$ cat config.mk
export PLATFORM = sky130hd
export DESIGN_NAME = nios_system_stream_writer
export DESIGN_NICKNAME = d
export VERILOG_FILES = /design/src/rtl/nios_system_stream_writer.sv
export SDC_FILE = /design/constraint.sdc
export NUM_CORES = 1
export LEC_CHECK = 0
export BUFFER_PORTS_ARGS = -buffer_cell sky130_fd_sc_hd__buf_2
export CAP_MARGIN = 20
export CELL_PAD_IN_SITES_DETAIL_PLACEMENT = 1
export CELL_PAD_IN_SITES_GLOBAL_PLACEMENT = 2
export CORE_MARGIN = 5
export CORE_UTILIZATION = 33
export CTS_CLUSTER_SIZE = 25
export DETAILED_ROUTE_END_ITERATION = 8
export GPL_ROUTABILITY_DRIVEN = 0
export HOLD_SLACK_MARGIN = 0.1
export PLACE_DENSITY = 0.77
export SLEW_MARGIN = 5
export SYNTH_ARGS = -nofsm -noshare
export SYNTH_HDL_FRONTEND = slang
export SYNTH_SLANG_ARGS = --single-unit
$ cat constraint.sdc
create_clock -name clk -period 28.2 [get_ports clk]
set_clock_uncertainty 0.1 [all_clocks]
set_input_delay 0 -clock clk [delete_from_list [all_inputs] [get_ports clk]]
set_output_delay 0 -clock clk [all_outputs]
set_load 0.05 [all_outputs]
$ cat src/rtl/nios_system_stream_writer.sv
// Packs an 8-bit stream into 32-bit LE words and writes them into a ring buffer via memory port 2.
// Latency: a committing byte's write strobes (chipselect2/write2) are high for exactly the cycle after its accept edge.
// Backpressure: in_ready = enable & !full, from registered pointers; a disabled block keeps any partial word.
module nios_system_stream_writer #(
    parameter int ADDR_W = 11
) (
    input  logic              clk,
    input  logic              reset_n,
    input  logic [7:0]        in_data,
    input  logic              in_valid,
    output logic              in_ready,
    input  logic              in_endofpacket,
    output logic [ADDR_W-1:0] address2,
    output logic [3:0]        byteenable2,
    output logic              chipselect2,
    output logic              write2,
    output logic [31:0]       writedata2,
    output logic              clken2,
    input  logic [2:0]        csr_address,
    input  logic              csr_chipselect,
    input  logic              csr_read,
    input  logic              csr_write,
    input  logic [31:0]       csr_writedata,
    output logic [31:0]       csr_readdata,
    output logic              irq
);

    localparam int LEN_W = ADDR_W + 1;
    localparam logic [LEN_W-1:0] RING_WORDS = {1'b1, {ADDR_W{1'b0}}};

    logic              ctrl_en;
    logic              ctrl_irq_en;
    logic [ADDR_W-1:0] base;
    logic [LEN_W-1:0]  length;
    logic [ADDR_W-1:0] wptr;
    logic [ADDR_W-1:0] rptr;
    logic [1:0]        lane;
    logic [23:0]       pack;
    logic              eop_seen;
    logic              wr_stb;

    logic [LEN_W-1:0]  len_eff;
    logic [LEN_W-1:0]  wptr_x;
    logic [LEN_W-1:0]  rptr_x;
    logic [LEN_W-1:0]  fill;
    logic [LEN_W-1:0]  rptr_mod;
    logic [ADDR_W-1:0] wptr_next;
    logic              full;
    logic              empty;
    logic              csr_wr;
    logic              soft_clear;
    logic              accept;
    logic              commit;
    logic [31:0]       word;
    logic [3:0]        word_be;

    wire unused_wdata = &{1'b0, csr_writedata[30:LEN_W]};

    assign len_eff   = (length == '0 || length > RING_WORDS) ? RING_WORDS : length;
    assign wptr_x    = {1'b0, wptr};
    assign rptr_x    = {1'b0, rptr};
    assign fill      = (wptr_x >= rptr_x) ? (wptr_x - rptr_x) : (wptr_x + len_eff - rptr_x);
    assign full      = (fill == len_eff - LEN_W'(1));
    assign empty     = (fill == '0);
    assign wptr_next = (wptr_x == len_eff - LEN_W'(1)) ? '0 : wptr + ADDR_W'(1);
    assign rptr_mod  = {1'b0, csr_writedata[ADDR_W-1:0]} % len_eff;

    assign csr_wr     = csr_chipselect & csr_write;
    // BASE/LENGTH writes and CTRL bit31 restart the ring; a clear beats a same-cycle byte.
    assign soft_clear = csr_wr & (((csr_address == 3'd0) & csr_writedata[31]) |
                                  (csr_address == 3'd1) | (csr_address == 3'd2));
    assign in_ready   = ctrl_en & ~full;
    assign accept     = in_valid & in_ready & ~soft_clear;
    assign commit     = accept & ((lane == 2'd3) | in_endofpacket);

    assign chipselect2 = wr_stb;
    assign write2      = wr_stb;
    assign clken2      = 1'b1;
    assign irq         = ctrl_irq_en & eop_seen;

    // Assemble the outgoing word: stored lanes below 'lane', the current byte at 'lane', zeros above.
    always_comb begin
        word    = '0;
        word_be = '0;
        for (int i = 0; i < 3; i++) begin
            if (i < int'(lane)) begin
                word[8*i +: 8] = pack[8*i +: 8];
                word_be[i]     = 1'b1;
            end
        end
        word[{lane, 3'b000} +: 8] = in_data;
        word_be[lane]             = 1'b1;
    end

    // CSR configuration registers.
    always_ff @(posedge clk or negedge reset_n) begin
        if (!reset_n) begin
            ctrl_en     <= 1'b0;
            ctrl_irq_en <= 1'b0;
            base        <= '0;
            length      <= '0;
        end else if (csr_wr) begin
            case (csr_address)
                3'd0: begin
                    ctrl_en     <= csr_writedata[0];
                    ctrl_irq_en <= csr_writedata[1];
                end
                3'd1: base   <= csr_writedata[ADDR_W-1:0];
                3'd2: length <= csr_writedata[LEN_W-1:0];
                default: ;
            endcase
        end
    end

    // Ring pointers, pack register and sticky end-of-packet flag.
    always_ff @(posedge clk or negedge reset_n) begin
        if (!reset_n) begin
            wptr     <= '0;
            rptr     <= '0;
            lane     <= '0;
            pack     <= '0;
            eop_seen <= 1'b0;
        end else if (soft_clear) begin
            wptr     <= '0;
            rptr     <= '0;
            lane     <= '0;
            eop_seen <= 1'b0;
        end else begin
            if (commit) begin
                wptr <= wptr_next;
                lane <= '0;
            end else if (accept) begin
                for (int i = 0; i < 3; i++) begin
                    if (lane == 2'(i)) pack[8*i +: 8] <= in_data;
                end
                lane <= lane + 2'd1;
            end
            if (csr_wr && csr_address == 3'd4) rptr <= rptr_mod[ADDR_W-1:0];
            if (commit && in_endofpacket) begin
                eop_seen <= 1'b1;
            end else if (csr_wr && csr_address == 3'd5 && csr_writedata[2]) begin
                eop_seen <= 1'b0;
            end
        end
    end

    // Memory port 2 write register: one strobe cycle per committed word.
    always_ff @(posedge clk or negedge reset_n) begin
        if (!reset_n) begin
            wr_stb      <= 1'b0;
            address2    <= '0;
            writedata2  <= '0;
            byteenable2 <= '0;
        end else begin
            wr_stb <= commit;
            if (commit) begin
                address2    <= base + wptr;
                writedata2  <= word;
                byteenable2 <= word_be;
            end
        end
    end

    // Zero-wait CSR read mux.
    always_comb begin
        csr_readdata = '0;
        if (csr_chipselect && csr_read) begin
            case (csr_address)
                3'd0: csr_readdata[1:0]        = {ctrl_irq_en, ctrl_en};
                3'd1: csr_readdata[ADDR_W-1:0] = base;
                3'd2: csr_readdata[LEN_W-1:0]  = length;
                3'd3: csr_readdata[ADDR_W-1:0] = wptr;
                3'd4: csr_readdata[ADDR_W-1:0] = rptr;
                3'd5: begin
                    csr_readdata[0]          = full;
                    csr_readdata[1]          = empty;
                    csr_readdata[2]          = eop_seen;
                    csr_readdata[16 +: LEN_W] = fill;
                end
                default: ;
            endcase
        end
    end

endmodule
-- Yosys cells after proc, flatten, opt, wreduce, memory -nomap -nowiden
Index checks and enable logic that the tools add are counted.
- bits in registers: 122
- bits in latches: 0
- memory bits (writable): 0
- memory bits (read-only): 0
- input bits: 50
- output and inout bits: 84
- logic and storage cells: 108
- memories: 0
- add/sub/neg operators: 8
- $mul: 0
- div/mod/pow operators: 1
- order comparisons: 7
- equality and inequality tests: 10
- shift operators: 2
- mux-type cells: 29
- bitwise logic cells: 15
- reductions and logical operators: 21
- operator list (operator ; count):
    $mux W12 ; 5
    $mux W11 ; 5
    $bwmux W32 ; 1
    $pmux W8 S4 ; 1
    $shift A8 B7 Y32 const A ; 1
    $shiftx A8 B7 Y32 ; 1
    $logic_not A12 Y1 ; 2
    $mux W8 ; 3
    $add A11 B12 Y12 ; 1
    $eq A11 B12 Y1 ; 1
    $eq A12 B12 Y1 ; 1
    $gt A12 B12 Y1 const B ; 1
    $mod A11 B12 Y12 ; 1
    $pmux W2 S6 ; 1
    $reduce_and A4 Y1 ; 3
    $sub A11 B11 Y12 ; 1
    $sub A12 B1 Y12 const B ; 1
    $sub A12 B11 Y12 ; 1
    $add A11 B1 Y11 const B ; 1
    $add A11 B11 Y11 ; 1
    $ge A11 B11 Y1 ; 1
    $and A1 B1 Y1 ; 8
    $mux W1 ; 8
    $neg A5 Y7 ; 1
    23 further kinds ; 42

-- Logic depth before layout (Yosys ltp)
Gate-level depths: netlist (run 1).
- depth after elaboration: 15
- mapped depth: 91
- gate-level depth less buffers: 85

-- Worst setup path before layout (run 1)
No wires, ideal clock.
- kind: register -> register
- from: reg length[11]
- to: reg rptr[10]
- data arrival time: 17.832 ns
- required time: 27.981 ns
- setup slack: 10.149 ns
- stages on the path, launching flop included: 87
- buffers on the path: 5
- cells stage by stage: dfrtp_1 -> inv_1 -> clkbuf_1 -> nand2_1 -> ha_1 -> nand2_1 -> nor3_1 -> ha_1 -> a21oi_1 -> o21ba_1 -> nor2_1 -> ha_1 -> o21a_1 -> o21a_1 -> o211a_1 -> mux2i_1 -> ha_1 -> o21a_1 -> [51 not listed] -> o21ai_0 -> a21oi_1 -> nor4b_1 -> o21ai_0 -> nand2_1 -> mux2_2 -> ha_1 -> a21o_1 -> a21oi_1 -> o21ai_0 -> a21oi_1 -> o21ai_0 -> a31o_2 -> nor2_1 -> o21ai_1 -> clkbuf_1 -> nor2_1 -> a21bo_2
- cells in the longest elaborated chain, start to end: 6
- RTL lines (what ; RTL line ; text):
    start: declaration ; 34 ; logic [LEN_W-1:0] length;
    start signal: assignment ; 109 ; 3'd2: length <= csr_writedata[LEN_W-1:0];
    $gt A12 B12 Y1 / $logic_not A12 Y1 (equally long branches) ; 59 ; assign len_eff = (length == '0 || length > RING_WORDS) ? RING_WORDS : length;
    $logic_or A1 B1 Y1 ; 59 ;
    $mux W12 (*) ; 59 ;
    $mod A11 B12 Y12 (*) ; 66 ; assign rptr_mod = {1'b0, csr_writedata[ADDR_W-1:0]} % len_eff;
    $mux W11 (*) ; 138 ; if (csr_wr && csr_address == 3'd4) rptr <= rptr_mod[ADDR_W-1:0];
    $mux W11 (*) ; 123 ; end else if (soft_clear) begin
    end signal: assignment ; 138 ;
    end: declaration ; 36 ; logic [ADDR_W-1:0] rptr;
Every way passes the cells marked *; elsewhere a longest branch is shown, timed or not. The select of a mux whose other input is x is not followed.
A chain may end at the register's enable or synchronous reset.

-- Worst setup path in the final report (run 1)
- from: reg length[11]
- to: reg rptr[7]
The elaborated chain is that of the path after synthesis.

==> results.txt, run 1 <==
----------------------------------------------------
[Place]
  Final HPWL DP ... 34500 um
  Number of placed cells counting well taps ... 2005
  Placement-stage cell area ... 13500 um^2
  Number of buffers inserted by port buffering ... 105

[Worst setup path]
  Data required time at the worst endpoint ... 28360 ps
  Arr. time, crit path ... 22450 ps
  Startpoint of the most critical register-to-register path ... length[11]$_DFFE_PN0P_
  Library cell contributing the largest single delay on the critical path ... sky130_fd_sc_hd__nor2b_1
  Worst reg2reg path endpoint ... rptr[7]$_DFFE_PN0P_
  Number of cells traversed by the worst register-to-register path ... 82
  Largest incremental delay on the critical path ... 730 ps
  CP Max Fanout ... 16
  Launching element type of the critical path ... flop
  Worst path most repeated cell ... sky130_fd_sc_hd__ha_1
  Start-to-end type of the worst setup path ... flop to flop
  Crit end category ... flop
  Internal reg-to-reg setup slack ... 5920 ps

[Routing]
  Detailed-routed wire length on met2 ... 20000 um
  Wire length on met3 ... 2100 um
  Detailed router's first-iteration violation count ... 524
  DR WL/cell ... 21.2 um
  Met1 Routed Length ... 20700 um
  Final routed DRC violation total ... 0
  DRT Wirelength ... 43900 um
  Via-to-Cell Ratio ... 5.66
  Total via count after detailed routing ... 11700
  Detail Route Antenna Nets ... 0
  Highest metal layer with signal wires ... met4
  Number of iterations in the first detailed-routing pass ... 7

[Finish]
  Most common cell after layout, fill and taps aside ... sky130_fd_sc_hd__dfrtp_1
  Area Growth Syn to Fin ... 15.2%
  Share of cells above drive strength 1 ... 16.5%
  Final instance area ... 14400 um^2
  Commonest cells after routing, fill and taps aside ... sky130_fd_sc_hd__dfrtp_1, sky130_fd_sc_hd__ha_1, sky130_fd_sc_hd__nor2_1, sky130_fd_sc_hd__buf_2, sky130_fd_sc_hd__inv_1
  Non-filler cells in the finished layout ... 2067
  Net count of the finished layout ... 1728
  Number of inserted diodes ... 0

[Global route]
  First-pass GRT wire length ... 68300 um
  Remaining global-route overflow ... 0
  Vias in the first global route ... 12000
  Maximum number of pins on one net before global-route repair ... 75
  Antenna violations before repair ... 1
  GRT Total Usage ... 20.6%

[Synth]
  Average cell area after synthesis ... 8.74 um^2
  Synth Flop Type ... sky130_fd_sc_hd__dfrtp_1
  Number of enable flip-flop cells after synthesis ... 0
  Portion of the post-synthesis area used by sequential elements ... 24.4%
  Post-Synthesis Cell Area ... 12500 um^2
  Number of instances in the synthesized netlist ... 1434
  Proportion of synthesized flip-flops having asynchronous set or reset ... 100%
  Synth cell types ... 96
  Flip-flop and latch count after synthesis ... 122
  Yosys warning count ... 0

[Worst hold path]
  Worst-case hold path end point ... ctrl_irq_en$_DFFE_PN0P_
  Worst min-delay path class ... input port to flop
  Hold wc startpoint ... csr_address[2]
  Hold path depth ... 4

[Floorplanning]
  I/O pins ... 134
  X dimension of the die ... 205 um
  Die outline area ... 42000 um^2
  Effective utilization at floorplan ... 33.3%
  Area of the core region ... 37600 um^2
  Cell row count ... 71
  Vertical extent of the die ... 205 um

[Timing]
  Final setup vio count ... 0
  RSZ-0062 raised after global routing ... false
  Worst-Margin Slew ... 950 ps
  Worst rel slew slack ... 36.2%
  Setup TNS ... 0 ps
  Number of slew-limit violations in the final report ... 0
  Minimum clock period after layout ... 22280 ps
  Max Clk Rate ... 44.9 MHz
  Fraction of the cycle the final worst path needs ... 79.0%
  Hold violation count in the final report ... 0

[Clock network]
  Count of buffers added by post-CTS timing repair for setup ... 0
  Clk Tree Root Cell ... sky130_fd_sc_hd__clkbuf_16
  H-tree level count ... 4
  Clock-pin slew on the worst setup and hold paths ... 60 ps
  CTS tree ... built
  Clock buffer count from CTS ... 17
  Buffers from clock root to sink, at most ... 2
  Clock insertion delay at the later pin of the skew report ... 430 ps
  Number of clock sinks seen by CTS ... 122

[Status]
  Outcome ... complete, no violations

[Run]
  Number of maximum-capacitance violations ... 0

----------------------------------------------------
==> per-stage QoR <==
step / hold WS [ps] / setup WS, ps / utilization, %
6_report: 124 / 5920 / 38.4
3_5_place_dp: -22.4 / 6050 / 36.0
3_3_place_gp: -25.6 / 6390 / 36.0
4_1_cts: 107 / 5930 / 38.4
5_1_grt: 156 / 4060 / 38.4
2_1_floorplan: -396 / 10150 / -
==> worst max-delay path, delay by kind of cell (launching register included) <==
| kind | cells | cell delay (ps) |
|---|---|---|
| AOI/OAI and AO/OA | 45 | 11130 |
| and+or+nand+nor | 16 | 4460 |
| adders and majority gates | 12 | 3730 |
| buffers and inverters | 6 | 1090 |
| muxes | 3 | 1020 |
| DFF | 1 | 530 |
==> how the worst max path moves through the flow <==
stage                           startpoint                    to  slack [ps]  depth (start not counted)
global placement     length[0]$_DFFE_PN0P_   rptr[7]$_DFFE_PN0P_        6390                         82
floorplan           length[11]$_DFFE_PN0P_  rptr[10]$_DFFE_PN0P_       10150                         86
finish              length[11]$_DFFE_PN0P_   rptr[7]$_DFFE_PN0P_        5920                         82
detailed placement   length[0]$_DFFE_PN0P_  rptr[10]$_DFFE_PN0P_        6050                         83
CTS                  length[0]$_DFFE_PN0P_  rptr[10]$_DFFE_PN0P_        5930                         83
global route        length[11]$_DFFE_PN0P_   rptr[7]$_DFFE_PN0P_        4060                         82
==> logic make-up (layout without fill, tap and decap cells) <==
| kind of cell | Yosys count | in the layout | share of synthesized area (%) |
|---|---|---|---|
| AND/OR/NAND/NOR | 423 | 423 | 17.2 |
| AO/OA/AOI/OAI | 406 | 406 | 23.6 |
| other | 2 | 9 | 0.0599 |
| adder cells (fa/ha/maj) | 135 | 135 | 14.3 |
| XOR/XNOR | 61 | 61 | 4.50 |
| flip-flops | 122 | 122 | 24.4 |
| buffers and inverters | 169 | 284 | 5.66 |
| multiplexers | 116 | 116 | 10.3 |
==> cell usage after synthesis, types with 7 or more instances <==
cell type	n	share of area, %
sky130_fd_sc_hd__fa_1	14	2.2
sky130_fd_sc_hd__xnor2_1	41	2.9
sky130_fd_sc_hd__nor3_1	53	2.1
sky130_fd_sc_hd__mux2_2	53	4.8
sky130_fd_sc_hd__nor2b_1	15	0.75
sky130_fd_sc_hd__a31oi_1	12	0.60
sky130_fd_sc_hd__ha_1	121	12
sky130_fd_sc_hd__nor2_1	110	3.3
sky130_fd_sc_hd__and2_1	11	0.55
sky130_fd_sc_hd__a21o_1	23	1.4
sky130_fd_sc_hd__o2111ai_1	12	0.84
sky130_fd_sc_hd__xor2_1	18	1.3
sky130_fd_sc_hd__buf_4	14	0.84
sky130_fd_sc_hd__nor4b_1	7	0.49
sky130_fd_sc_hd__nor4_1	16	0.80
sky130_fd_sc_hd__o211ai_1	10	0.60
sky130_fd_sc_hd__a222oi_1	8	0.64
sky130_fd_sc_hd__or2_2	12	0.60
sky130_fd_sc_hd__buf_2	11	0.44
sky130_fd_sc_hd__o21bai_1	7	0.42
sky130_fd_sc_hd__nand4_1	12	0.60
sky130_fd_sc_hd__o21ai_0	60	2.4
sky130_fd_sc_hd__a21oi_1	64	2.6
sky130_fd_sc_hd__or4_1	7	0.42
sky130_fd_sc_hd__mux2_1	38	3.4
sky130_fd_sc_hd__a22o_1	44	3.1
sky130_fd_sc_hd__o31ai_1	12	0.72
sky130_fd_sc_hd__nand2_1	93	2.8
sky130_fd_sc_hd__or3_1	15	0.75
sky130_fd_sc_hd__clkbuf_1	36	1.1
sky130_fd_sc_hd__a211oi_1	11	0.66
sky130_fd_sc_hd__nand3_1	34	1.4
sky130_fd_sc_hd__a31o_2	10	0.70
sky130_fd_sc_hd__a21boi_0	10	0.60
sky130_fd_sc_hd__mux2i_1	24	1.9
sky130_fd_sc_hd__o21a_1	46	2.8
sky130_fd_sc_hd__dfrtp_1	122	24
sky130_fd_sc_hd__inv_1	98	2.9
==> repair_timing <==
action                                 CTS  global route
endpoints found under the hold margin  139             0
hold buffers                            29             0
gates resized for setup                  0             0
==> routing by layer <==
| layer | GRT usage [%] | up-vias |
|---|---|---|
| li1 | - | 5542 |
| met1 | 28.6 | 5838 |
| met2 | 33.7 | 263 |
| met3 | 2.75 | 49 |
| met4 | 5.72 | 0 |
| met5 | 0 | - |
==> flip-flops by register name, summed over array words and instances (netlist names) <==
register / flops
address2: 11
base: 11
byteenable2: 4
chipselect2: 1
ctrl_en: 1
ctrl_irq_en: 1
eop_seen: 1
lane: 2
length: 12
pack: 24
rptr: 11
wptr: 11
writedata2: 32
==> area by class of cell <==
type | instances | area [um^2]
multi-input cells | 1150 | 8800
clock buffers | 17 | 425
inverters | 100 | 375
flip-flops and latches | 122 | 3050
well taps | 511 | 639
fillers | 4452 | 23100
repair buffers | 152 | 961
clock inverters | 15 | 175
Power of run 1 is left out: the tool's default activity adds up to more than one toggle a clock period on the data nets, which glitch-free logic cannot reach.
==> inputs of run 2 (changes only) <==
--- a/config.mk
+++ b/config.mk
@@ -15,7 +15,7 @@
 export DETAILED_ROUTE_END_ITERATION = 8
 export GPL_ROUTABILITY_DRIVEN = 0
 export HOLD_SLACK_MARGIN = 0.1
-export PLACE_DENSITY = 0.77
+export PLACE_DENSITY = 0.8
 export SLEW_MARGIN = 5
 export SYNTH_ARGS = -nofsm -noshare
 export SYNTH_HDL_FRONTEND = slang
==> constraint.sdc (replaced) <==
create_clock -name clk -period 18.3 [get_ports clk]
set_clock_uncertainty 0.1 [all_clocks]
set_input_delay 0 -clock clk [delete_from_list [all_inputs] [get_ports clk]]
set_output_delay 0 -clock clk [all_outputs]
set_load 0.05 [all_outputs]
==> run 2 against run 1 <==
Against the previous run: hold slack better by 15 ps; die area unchanged; fmax up 28%; setup slack worse by 5000 ps; via count up 2.7%; sequential share of layout area down 1.2 points; count of clock-buffer cells in the layout unchanged; cell area up 6.1%; global-route usage up 0.45 points; final cell count up 3.5%; non-clock buffer count up 72; critical path type unchanged; largest cell class unchanged; highest routed layer unchanged.
==> results.txt, run 2 (synthesized netlist as in run 1, its figures left out) <==
----------------------------------------------------
[Status]
  Outcome ... complete, no violations

[Timing]
  Max Clk Rate ... 57.6 MHz (+28%)
  Worst-Margin Slew ... 926 ps (-24.3 ps)
  Hold violation count in the final report ... 0 (unchanged)
  Minimum clock period after layout ... 17350 ps (-4940 ps)
  Number of slew-limit violations in the final report ... 0 (unchanged)
  Worst rel slew slack ... 37.8% (+1.6 points)
  Setup TNS ... 0 ps (unchanged)
  Fraction of the cycle the final worst path needs ... 94.8% (+16 points)
  Final setup vio count ... 0 (unchanged)
  WHS ... 139 ps (+15.0 ps)

[Worst setup path]
  Internal reg-to-reg setup slack ... 950 ps (-4960 ps)
  Worst path most repeated cell ... sky130_fd_sc_hd__o21a_1
  Launching element type of the critical path ... flop
  Crit end category ... flop
  Arr. time, crit path ... 17550 ps (-4900 ps)
  Largest incremental delay on the critical path ... 570 ps (-160 ps)
  Start-to-end type of the worst setup path ... flop to flop
  Library cell contributing the largest single delay on the critical path ... sky130_fd_sc_hd__or4_1
  CP Max Fanout ... 12 (-4)
  Data required time at the worst endpoint ... 18510 ps (-9850 ps)

[Floorplanning]
  Vertical extent of the die ... 205 um (unchanged)
  Area of the core region ... 37600 um^2 (unchanged)
  Effective utilization at floorplan ... 33.3% (unchanged)
  Cell row count ... 71 (unchanged)
  I/O pins ... 134 (unchanged)
  X dimension of the die ... 205 um (unchanged)
  Die outline area ... 42000 um^2 (unchanged)

[Global route]
  Vias in the first global route ... 12500 (+3.7%)
  Remaining global-route overflow ... 0 (unchanged)
  GRT Total Usage ... 21.1% (+0.45 points)
  Antenna violations before repair ... 1 (unchanged)
  Maximum number of pins on one net before global-route repair ... 75 (unchanged)
  First-pass GRT wire length ... 70100 um (+2.6%)

[Routing]
  DRT Wirelength ... 45100 um (+2.7%)
  DR WL/cell ... 21.1 um (-0.77%)
  Number of iterations in the first detailed-routing pass ... 7 (unchanged)
  Total via count after detailed routing ... 12000 (+2.7%)
  Detailed router's first-iteration violation count ... 568 (+8.4%)
  Final routed DRC violation total ... 0 (unchanged)
  Detail Route Antenna Nets ... 0 (unchanged)
  Via-to-Cell Ratio ... 5.61 (-0.78%)

[Finish]
  Largest reg by FF count ... writedata2
  Share of the core filled with cells in the final layout ... 40.8% (+2.4 points)
  Final instance area ... 15300 um^2 (+6.1%)
  Area Growth Syn to Fin ... 22.3%
  Share of cells above drive strength 1 ... 23.5% (+7.0 points)
  Largest registers in the final layout ... writedata2 x32, pack x24, length x12
  Max FFs per register ... 32 (unchanged)
  Most common cell after layout, fill and taps aside ... sky130_fd_sc_hd__dfrtp_1
  Net count of the finished layout ... 1800 (+4.2%)
  Commonest cells after routing, fill and taps aside ... sky130_fd_sc_hd__dfrtp_1, sky130_fd_sc_hd__ha_1, sky130_fd_sc_hd__nor2_1, sky130_fd_sc_hd__buf_2, sky130_fd_sc_hd__inv_1

[Clock network]
  H-tree level count ... 4 (unchanged)
  Clk Tree Root Cell ... sky130_fd_sc_hd__clkbuf_16
  Buffers from clock root to sink, at most ... 2 (unchanged)
  Clock insertion delay at the later pin of the skew report ... 420 ps (about the same)
  Clock-pin slew on the worst setup and hold paths ... 60 ps (about the same)
  Number of clock sinks seen by CTS ... 122 (unchanged)
  Clock buffer count from CTS ... 17 (unchanged)
  CTS tree ... built

[Place]
  Final HPWL DP ... 34800 um (+0.92%)
  Placement-stage cell area ... 14000 um^2 (+3.6%)
  Number of buffers inserted by port buffering ... 105 (unchanged)

[Worst hold path]
  Worst min-delay path class ... input port to flop

[Run]
  Number of maximum-capacitance violations ... 0 (unchanged)

----------------------------------------------------
==> run 2: cell count changes in the layout (fill, tap and decap cells not counted), sizes merged <==
cell / previous run / this run
inv: 108 / 110
buf: 124 / 194
clkinv: 4 / 1
diode: 0 / 1
dlygate4sd3: 28 / 29
bufinv: 1 / 2
clkdlybuf4s18: 0 / 1
==> run 2: metrics by stage <==
step | worst slack [ps] | std cells
floorplan | 249 | 1441
global placement | 75.0 | 2069
detailed placement | -267 | 2070
CTS | 21.3 | 2132
global route | -33.3 | 2139
finish | 953 | 2140
==> run 2: cell type report <==
cell class / count / area, um^2
fill: 4392 / 22300
multi-input combinational: 1150 / 9130
sequential: 122 / 3050
timing repair buffer: 224 / 1520
tap: 511 / 639
clock buffer: 17 / 425
inverter: 100 / 375
clock inverter: 15 / 175
antenna: 1 / 2.50
==> run 2: routing by layer <==
| metal | GRT usage [%] | part of all wire [%] |
|---|---|---|
| met1 | 28.6 | 46 |
| met2 | 34.8 | 47 |
| met3 | 2.75 | 4.4 |
| met4 | 6.65 | 2.9 |
| met5 | 0 | 0 |
==> run 2: repair_timing <==
action	CTS	global route
setup endpoints to repair	11	11
buffers inserted	0	7
pin swaps	1	13
hold buffers	30	0
gates resized for setup	15	66
hold endpoints to repair	140	0
gates cloned	0	0
==> run 2: worst paths after layout <==
path,from,to,cells after the start
max,length[8]$_DFFE_PN0P_,rptr[10]$_DFFE_PN0P_,82
max in group asynchronous,reset_n,writedata2[5]$_DFFE_PN0P_,4
min reg2reg,address2[0]$_DFFE_PN0P_,address2[0]$_DFFE_PN0P_,1
max reg2reg,length[8]$_DFFE_PN0P_,rptr[10]$_DFFE_PN0P_,82
min in group asynchronous,reset_n,wptr[5]$_DFFE_PN0P_,4
min,csr_address[1],ctrl_en$_DFFE_PN0P_,4
==> run 2: critical path, delay by kind of cell, from the launching register on <==
kind | cells | cell delay [ps]
muxes | 5 | 1240
adders and majority gates | 11 | 3300
AOI/OAI and AO/OA | 44 | 7790
and+or+nand+nor | 16 | 3370
buffers and inverters | 6 | 1020
DFF | 1 | 370
Power of run 2 is left out for the same reason.
==> inputs of run 3 (changes only) <==
--- a/config.mk
+++ b/config.mk
@@ -5,7 +5,6 @@
 export SDC_FILE = /design/constraint.sdc
 export NUM_CORES = 1
 export LEC_CHECK = 0
-export BUFFER_PORTS_ARGS = -buffer_cell sky130_fd_sc_hd__buf_2
 export CAP_MARGIN = 20
 export CELL_PAD_IN_SITES_DETAIL_PLACEMENT = 1
 export CELL_PAD_IN_SITES_GLOBAL_PLACEMENT = 2
@@ -13,9 +12,10 @@
 export CORE_UTILIZATION = 33
 export CTS_CLUSTER_SIZE = 25
 export DETAILED_ROUTE_END_ITERATION = 8
+export DONT_BUFFER_PORTS = 1
 export GPL_ROUTABILITY_DRIVEN = 0
 export HOLD_SLACK_MARGIN = 0.1
-export PLACE_DENSITY = 0.8
+export PLACE_DENSITY = 0.75
 export SLEW_MARGIN = 5
 export SYNTH_ARGS = -nofsm -noshare
 export SYNTH_HDL_FRONTEND = slang
==> run 3 against run 2 <==
Against the previous run: register-to-register slack worse by 100 ps; setup slack lost 100 ps; critical path depth stayed put; sequential share of layout area grew 0.18 points; via count fell by 1.3%; fmax shrank 0.60%; final cell count decreased by 2.3%; cell area shrank 0.85%; core utilization fell by 0.35 points; critical endpoint unchanged; largest cell class unchanged.
==> results.txt, run 3 (synthesized netlist as in run 1, its figures left out) <==
----------------------------------------------------
[Routing]
  Detailed router's first-iteration violation count ... 751 (+32%)
  Total via count after detailed routing ... 11900 (-1.3%)
  Via-to-Cell Ratio ... 5.67 (+1.1%)
  Number of iterations in the first detailed-routing pass ... 8 (+1)
  DRT Wirelength ... 45900 um (+1.8%)
  Detail Route Antenna Nets ... 0 (unchanged)
  DR WL/cell ... 22.0 um (+4.3%)
  Final routed DRC violation total ... 0 (unchanged)

[Status]
  Outcome ... complete, no violations

[Worst setup path]
  Launching element type of the critical path ... flop
  CP Max Fanout ... 12 (unchanged)
  Data required time at the worst endpoint ... 18510 ps (about the same)
  Library cell contributing the largest single delay on the critical path ... sky130_fd_sc_hd__or4_4
  Largest incremental delay on the critical path ... 550 ps (-20 ps)
  Start-to-end type of the worst setup path ... flop to flop
  Worst path most repeated cell ... sky130_fd_sc_hd__o21a_1
  Arr. time, crit path ... 17660 ps (+110 ps)
  Number of cells traversed by the worst register-to-register path ... 82 (unchanged)
  Crit end category ... flop

[Clock network]
  Clk Tree Root Cell ... sky130_fd_sc_hd__clkbuf_16
  H-tree level count ... 4 (unchanged)
  Clock buffer count from CTS ... 17 (unchanged)
  Clock-pin slew on the worst setup and hold paths ... 70 ps (about the same)
  Clock insertion delay at the later pin of the skew report ... 430 ps (about the same)
  Number of clock sinks seen by CTS ... 122 (unchanged)
  Buffers from clock root to sink, at most ... 2 (unchanged)
  CTS tree ... built

[Finish]
  Net count of the finished layout ... 1751 (-2.7%)
  Commonest cells after routing, fill and taps aside ... sky130_fd_sc_hd__buf_4, sky130_fd_sc_hd__dfrtp_1, sky130_fd_sc_hd__ha_1, sky130_fd_sc_hd__nor2_1, sky130_fd_sc_hd__inv_1
  Number of inserted diodes ... 0 (-1)
  Share of cells above drive strength 1 ... 20.7% (-2.8 points)
  Most common cell after layout, fill and taps aside ... sky130_fd_sc_hd__buf_4
  Largest registers in the final layout ... writedata2 x32, pack x24, length x12
  Max FFs per register ... 32 (unchanged)
  Area Growth Syn to Fin ... 21.2%
  Largest reg by FF count ... writedata2
  Final instance area ... 15200 um^2 (-0.85%)

[Floorplanning]
  I/O pins ... 134 (unchanged)
  Area of the core region ... 37600 um^2 (unchanged)
  X dimension of the die ... 205 um (unchanged)
  Effective utilization at floorplan ... 33.3% (unchanged)
  Cell row count ... 71 (unchanged)
  Die outline area ... 42000 um^2 (unchanged)
  Vertical extent of the die ... 205 um (unchanged)

[Timing]
  Worst-Margin Slew ... 1120 ps (+193 ps)
  Max Clk Rate ... 57.3 MHz (-0.60%)
  Final setup vio count ... 0 (unchanged)
  Minimum clock period after layout ... 17450 ps (+105 ps)
  Worst rel slew slack ... 25.2% (-13 points)
  Hold violation count in the final report ... 0 (unchanged)
  Number of slew-limit violations in the final report ... 0 (unchanged)
  Fraction of the cycle the final worst path needs ... 95.4% (+0.57 points)

[Global route]
  Maximum number of pins on one net before global-route repair ... 123 (+64%)
  First-pass GRT wire length ... 70100 um (about the same)
  Antenna violations before repair ... 0 (-1)
  Remaining global-route overflow ... 0 (unchanged)
  Vias in the first global route ... 12100 (-3.1%)
  GRT Total Usage ... 21.2% (+0.18 points)

[Run]
  Number of maximum-capacitance violations ... 0 (unchanged)

[Place]
  Final HPWL DP ... 35000 um (+0.54%)
  Placement-stage cell area ... 13800 um^2 (-1.3%)
  Number of buffers inserted by port buffering ... 0 (-100%)

[Worst hold path]
  Worst min-delay path class ... input port to asynchronous set/reset pin

----------------------------------------------------
[run 3: changes by cell type in the layout (fill, tap and decap cells not counted), moves of 3 or more]
cell / delta
sky130_fd_sc_hd__dlygate4sd3_1: +6
sky130_fd_sc_hd__buf_4: +48
sky130_fd_sc_hd__buf_2: -103
sky130_fd_sc_hd__inv_6: -4
sky130_fd_sc_hd__inv_8: +3
[run 3: stage by stage]
| step | setup slack, ps | util [%] | setup TNS [ps] | hold slack (ps) | instances |
|---|---|---|---|---|---|
| after detailed placement | -180 | 36.8 | -1100 | -391 | 2009 |
| final | 848 | 40.4 | 0 | 84.1 | 2090 |
| after floorplan | 249 | - | 0 | -396 | 1441 |
| after global routing | -207 | 40.4 | -1350 | 119 | 2090 |
| after global placement | 117 | 36.8 | 0 | -392 | 2008 |
| after CTS | 96.5 | 39.5 | 0 | 111 | 2078 |
[run 3: area by class of cell]
class,count,area [um^2]
Timing Repair Buffer,175,1430
Clock buffer,17,425
Inverter,100,375
Clock inverter,15,158
Fill cell,4368,22400
Tap cell,511,639
Sequential cell,122,3050
Multi-Input combinational cell,1150,9110
[run 3: routing by layer]
layer	vias to the layer above	GRT usage [%]	share of wire (%)
met5	-	0	0
met4	0	4.31	1.6
met3	42	3.39	5.6
met2	291	35.0	47
met1	5947	29.6	46
li1	5573	-	-
[run 3: what timing repair did]
| action | 4_1_cts | 5_1_grt |
|---|---|---|
| setup buffers | 1 | 11 |
| setup endpoints to repair | 11 | 11 |
| gates cloned | 0 | 0 |
| pin swaps | 0 | 20 |
| hold buffers | 36 | 0 |
| resized for setup | 7 | 68 |
| endpoints found under the hold margin | 218 | 0 |
[run 3: worst max-delay path: cells and delay by family, from the launching register on]
kind	cells	cell delay, ps
compound gates	42	7990
simple gates	18	3430
fa+ha+maj	11	3350
buf+inv	8	1210
mux	3	880
flops	1	380
[run 3: worst paths after layout]
path | from | end | slack [ps]
max reg2reg | length[8]$_DFFE_PN0P_ | rptr[10]$_DFFE_PN0P_ | 850
min | reset_n | wptr[7]$_DFFE_PN0P_ | 80
min in group clk | csr_address[1] | rptr[8]$_DFFE_PN0P_ | 90
max | length[8]$_DFFE_PN0P_ | rptr[10]$_DFFE_PN0P_ | 850
min reg2reg | pack[5]$_DFFE_PN0P_ | pack[5]$_DFFE_PN0P_ | 400
max in group asynchronous | reset_n | length[11]$_DFFE_PN0P_ | 17450
Power of run 3 is left out for the same reason.
